[config.mk]
export PLATFORM = sky130hd
export DESIGN_NAME = fp_align_stage
export DESIGN_NICKNAME = d
export VERILOG_FILES = /design/src/rtl/fp32_pkg.sv /design/src/rtl/rshift_sticky27.sv /design/src/rtl/fp_align_stage.sv
export SDC_FILE = /design/constraint.sdc
export NUM_CORES = 1
export LEC_CHECK = 0
export ABC_AREA = 1
export CAP_MARGIN = 25
export CORE_AREA = 2 2 146 119
export DETAILED_ROUTE_END_ITERATION = 16
export DIE_AREA = 0 0 148 121
export PLACE_DENSITY = 0.73
export SLEW_MARGIN = 20
export SYNTH_ARGS = -nofsm -noshare
export SYNTH_HDL_FRONTEND = slang
export SYNTH_SLANG_ARGS = --single-unit
[constraint.sdc]
create_clock -name clk -period 3.1 [get_ports clk]
set_input_delay 0.31 -clock clk [delete_from_list [all_inputs] [get_ports clk]]
set_output_delay 0.31 -clock clk [all_outputs]
set_load 0.02 [all_outputs]
[src/rtl/fp32_pkg.sv]
// Shared single-precision field widths, the packed operand layout and small
// exponent helpers used across the FP adder datapath.
package fp32_pkg;

  localparam int EXP_W    = 8;
  localparam int FRAC_W   = 23;
  localparam int MAN_W    = 24;
  localparam int ALIGN_W  = 27;
  localparam int EXP_BIAS = 127;

  typedef struct packed {
    logic              sign;
    logic [EXP_W-1:0]  exp;
    logic [FRAC_W-1:0] frac;
  } fp32_t;

  // Denormals carry no hidden bit and share the exponent of the smallest normal.
  function automatic logic hidden_bit(input logic [EXP_W-1:0] exp);
    return (exp != '0);
  endfunction

  function automatic logic [EXP_W-1:0] eff_exp(input logic [EXP_W-1:0] exp);
    return (exp == '0) ? EXP_W'(1) : exp;
  endfunction

endpackage

[src/rtl/rshift_sticky27.sv]
// Combinational 27-bit right shifter; every bit shifted out is OR'd into bit 0
// so the LSB acts as the sticky bit of the aligned mantissa.
module rshift_sticky27
  import fp32_pkg::*;
(
  input  logic [ALIGN_W-1:0] din,
  input  logic [EXP_W-1:0]   shamt,
  output logic [ALIGN_W-1:0] dout
);

  logic [ALIGN_W-1:0] v;
  logic               lost;

  // Five log stages (1,2,4,8,16); each folds its discarded bits into the LSB.
  always_comb begin
    v    = din;
    lost = 1'b0;
    for (int k = 0; k < 5; k++) begin
      if (shamt[k]) begin
        lost = |(v & ((ALIGN_W'(1) << (1 << k)) - ALIGN_W'(1)));
        v    = v >> (1 << k);
        v[0] = v[0] | lost;
      end
    end
    if (shamt >= EXP_W'(ALIGN_W)) begin
      dout = {{(ALIGN_W-1){1'b0}}, |din};
    end else begin
      dout = v;
    end
  end

endmodule

[src/rtl/fp_align_stage.sv]
// FP adder mantissa alignment: orders operands by exponent, restores hidden
// bits and right-shifts the smaller mantissa with guard/round/sticky.
module fp_align_stage
  import fp32_pkg::*;
#(
  parameter real T = 0.0
) (
  input  logic                clk,
  input  logic                rst,
  input  logic                in_valid,
  output logic                in_ready,
  input  logic                a_sign,
  input  logic [EXP_W-1:0]    a_exp,
  input  logic [FRAC_W-1:0]   a_man,
  input  logic                b_sign,
  input  logic [EXP_W-1:0]    b_exp,
  input  logic [FRAC_W-1:0]   b_man,
  input  logic                a_lt_b,
  input  logic                a_eq_b,
  input  logic                a_gt_b,
  input  logic [EXP_W-1:0]    abs_diff,
  output logic                out_valid,
  input  logic                out_ready,
  output logic                big_sign,
  output logic                small_sign,
  output logic [EXP_W-1:0]    big_exp,
  output logic [ALIGN_W-1:0]  big_man,
  output logic [ALIGN_W-1:0]  small_man,
  output logic                swapped
);

  // T only models assign delay in behavioural views; this RTL is zero-delay.
  if (T < 0.0) begin : g_neg_delay
  end

  fp32_t            op_a, op_b, big_op, small_op;
  logic             swap_c;
  logic [EXP_W-1:0] shamt_c;

  logic             vld_p1, vld_p2, load_p1, load_p2;
  logic             sign_big_p1, sign_small_p1, swap_p1;
  logic [EXP_W-1:0] exp_big_p1, shamt_p1;
  logic [MAN_W-1:0] man_big_p1, man_small_p1;
  logic [ALIGN_W-1:0] shifted_p1;

  assign load_p2   = ~vld_p2 | out_ready;
  assign load_p1   = ~vld_p1 | load_p2;
  assign in_ready  = load_p1;
  assign out_valid = vld_p2;

  assign op_a = {a_sign, a_exp, a_man};
  assign op_b = {b_sign, b_exp, b_man};

  // Flags are one-hot; the extra terms only make A win if they ever disagree.
  assign swap_c = a_lt_b & ~(a_eq_b | a_gt_b);

  always_comb begin
    big_op   = op_a;
    small_op = op_b;
    if (swap_c) begin
      big_op   = op_b;
      small_op = op_a;
    end
    if (a_exp == '0 && b_exp == '0) begin
      shamt_c = '0;
    end else if (a_exp == '0 || b_exp == '0) begin
      shamt_c = abs_diff - EXP_W'(1);
    end else begin
      shamt_c = abs_diff;
    end
  end

  // ---- stage 1: swap / hidden-bit restore ----
  always_ff @(posedge clk) begin
    if (rst) begin
      vld_p1        <= 1'b0;
      sign_big_p1   <= 1'b0;
      sign_small_p1 <= 1'b0;
      swap_p1       <= 1'b0;
      exp_big_p1    <= '0;
      shamt_p1      <= '0;
      man_big_p1    <= '0;
      man_small_p1  <= '0;
    end else if (load_p1) begin
      vld_p1 <= in_valid;
      if (in_valid) begin
        sign_big_p1   <= big_op.sign;
        sign_small_p1 <= small_op.sign;
        swap_p1       <= swap_c;
        exp_big_p1    <= eff_exp(big_op.exp);
        shamt_p1      <= shamt_c;
        man_big_p1    <= {hidden_bit(big_op.exp), big_op.frac};
        man_small_p1  <= {hidden_bit(small_op.exp), small_op.frac};
      end
    end
  end

  rshift_sticky27 u_shift (
    .din   ({man_small_p1, 3'b000}),
    .shamt (shamt_p1),
    .dout  (shifted_p1)
  );

  // ---- stage 2: alignment shift ----
  always_ff @(posedge clk) begin
    if (rst) begin
      vld_p2     <= 1'b0;
      big_sign   <= 1'b0;
      small_sign <= 1'b0;
      swapped    <= 1'b0;
      big_exp    <= '0;
      big_man    <= '0;
      small_man  <= '0;
    end else if (load_p2) begin
      vld_p2 <= vld_p1;
      if (vld_p1) begin
        big_sign   <= sign_big_p1;
        small_sign <= sign_small_p1;
        swapped    <= swap_p1;
        big_exp    <= exp_big_p1;
        big_man    <= {man_big_p1, 3'b000};
        small_man  <= shifted_p1;
      end
    end
  end

endmodule

==> impl_metrics.toml <==
[run_status]
status = "completed"

[min_path]
hold_class = "reg2reg"
min_path_cells = 2

[yosys]
synth_area_um2 = 6630
synth_flop_cell = "dfxtp_1"
synth_mux_area_share_pct = 0.604
ys_seq_elements = 131
yosys.area_share.simple_pct = 35.6
synth_edf_count = 0
ys_warn_count = 0
synth_top_area_share_pct = 39.5
synth_compound_area_share_pct = 15.5
synth-async-reset-ratio_pct = 0
syn_inst = 974
syn-mean-instance-area_um2 = 6.81
yosysSeqAreaShare_pct = 39.5
synth_top_family_by_area = "simple AND/OR/NAND/NOR gates"
synth_xor_area_share_pct = 0.660
yosysTopAreaCell = "dfxtp_1"
synthAdderAreaFrac_pct = 0.189
synth.distinct_cells = 42
ys_top_cells_by_area = "dfxtp_1 (40%), nand2_1 (17%), nand3_1 (6.3%)"

[layout]
n_antenna_cell = 0
fin_nets = 1163
area_growth_pct = 31.9
utilization_pct = 53.4
layout-drive-gt1-share_pct = 8.03
fillCellCount = 1632
finalInstanceArea_um2 = 8750

[sta]
fin_worst_hold_slack_ps = 461
period_share_pct = 70.0
min_period_ps = 2170
setup_viol = 0
tightestPinTransition_ps = 864
rsz0062_at_grt = "false"
relSlewSlack_pct = 42.4
slew_viol_final = 0
fmax_ghz = 0.461
hold_viol_final = 0
tns_ps = 0
fin_skew_ps = 14.5

[global_routing]
grt_max_degree = 85
grt_pass1_vias = 6409
antenna_found_initial = 0
grt_pass1_wl_um = 31100
grtUsageTotal_pct = 21.4
overflow = 0

[power]
combPwrFrac_pct = 16.7
p_int_w = 0.00358
p_leak_nw = 3.47
clkPwrFrac_pct = 45.5
irDropWorstVdd_uv = 334
fin_total_pwr_w = 0.00491
p_sw_w = 0.00133
powerDensity_nw_per_um2 = 561
swShare_pct = 27.1
pwr-share-seq_pct = 37.7

[clock_tree]
clock_sinks = 131
cts_resized = 0
h-tree-depth = 4
cts_setup_buffers = 0
clock_latency_ps = 430
cts-root-buf = "clkbuf_16"
cts_tree = "built"
cts_hold_buffers = 0
clk_pin_slew_ps = 60
cts_max_path_buffers = 2
cts_buffers = 17

[drt]
vias_per_cell = 5.19
vias = 6829
ant_nets = 0
drt_iter0_drc = 492
wirelength_um = 18600
wire_per_inst_um = 14.1
drt_pass1_iterations = 5
route.detailed.drc = 0

[place]
dpl_cell_area_um2 = 8090
globalplace.congestion = 0.904
portBuffers = 142
dp_hpwl_um = 13100

[floorplanning]
core_area_um2 = 16400
chipHeight_um = 121
pin_count = 146
die_area_um2 = 17900
fp-row-count = 42
start_util_pct = 40.5
die_width_um = 148

[worst_setup_path]
worstPathArrival_ps = 2440
crit_type = "reg2reg"
cp_max_fo = 28
end_kind = "flop"
start_kind = "flop"
r2r_cells = 16
required_ps = 3370

[flow_run]
max_cap_violations = 0
-- synthesized netlist by cell type (all sizes together), types with 7 or more instances --
cell type	count
nand2	324
dfxtp	131
nor2	105
nand3	93
a21oi	53
o21ai	53
a31oi	41
inv	40
clkbuf	37
buf	29
a221oi	14
nor4	10
a22oi	9
nand4	7
-- path summary, 6_finish.rpt --
| path | slack, ps | endpoint | startpoint |
|---|---|---|---|
| max | 930 | small_man[0] | shamt_p1[0] |
| min | 460 | big_man[12] | man_big_p1[9] |
| max reg2reg | 930 | small_man[0] | shamt_p1[0] |
| min reg2reg | 460 | big_man[12] | man_big_p1[9] |
-- cells in the final DEF (no fill, tap or decap), types with 14 or more instances in the layout --
master,Yosys,routed
dfxtp_1,131,131
o21ai_0,50,50
clkdlybuf4s50_1,0,141
nor2_1,104,102
clkbuf_16,0,17
inv_1,36,36
nand3_1,83,83
nand2_2,21,22
nand2_1,302,301
a21oi_1,53,53
a31oi_1,40,40
a221oi_1,14,14
-- layer usage --
metal | global-route usage, % | part of all wire [%] | vias up
met1 | 29.4 | 47 | 3098
met4 | 6.25 | 1.4 | 0
met2 | 32.8 | 45 | 238
met5 | 0 | 0 | -
li1 | - | - | 3466
met3 | 5.98 | 7.3 | 27
-- critical path: stages (launching register included) --
cell and delay (ps):
dfxtp_1 310, buf_4 290, inv_6 180, nand2_1 120
nand3_1 90, nand3_1 120, nand2_1 70, nand2_1 70
nand2_1 100, nor2_1 140, nand2_1 60, nor2_1 110
nand2_1 80, nand2_1 60, nand2_1 40, nand2_1 80
a21oi_1 70
-- metrics by stage --
step / std cells / setup WS [ps]
2_1_floorplan: 976 / 1450
3_3_place_gp: 1284 / 812
3_5_place_dp: 1284 / 772
4_1_cts: 1316 / 973
5_1_grt: 1316 / 725
6_report: 1316 / 930
-- final cells by class --
class	count	area, um^2	share of cell area (%)
Sequential cell	131	2620	30.0
Clock buffer	18	439	5.02
Clock inverter	14	224	2.56
Inverter	41	164	1.87
Tap cell	220	275	3.15
Timing Repair Buffer	154	1510	17.2
Multi-Input combinational cell	738	3520	40.2
-- sequential cells by signal, indices dropped and copies added, names as in the netlist --
register	flops
sign_small_p1	1
exp_big_p1	8
out_valid	1
swapped	1
swap_p1	1
shamt_p1	8
sign_big_p1	1
man_big_p1	24
small_sign	1
vld_p1	1
big_man	24
big_exp	8
small_man	27
big_sign	1
man_small_p1	24
-- kinds of logic (layout without fill, tap and decap cells) --
kind of cell,Yosys count,after routing
compound gates,175,175
xor+xnor,5,5
fa+ha+maj,1,1
buf+inv,107,227
flops,131,131
mux,4,4
other cells,1,3
simple gates,550,550
-- power groups by stage --
stage,registers [W],logic (W),clock network (W)
final,0.00185,0.000821,0.00224
after global routing,0.00187,0.000914,0.00235
after CTS,0.00185,0.000818,0.00227
after detailed placement,0.00189,0.000813,0
after global placement,0.00189,0.000810,0
after floorplan,0.00192,0.000468,0
Note: power is estimated with default switching activity, not from simulation.
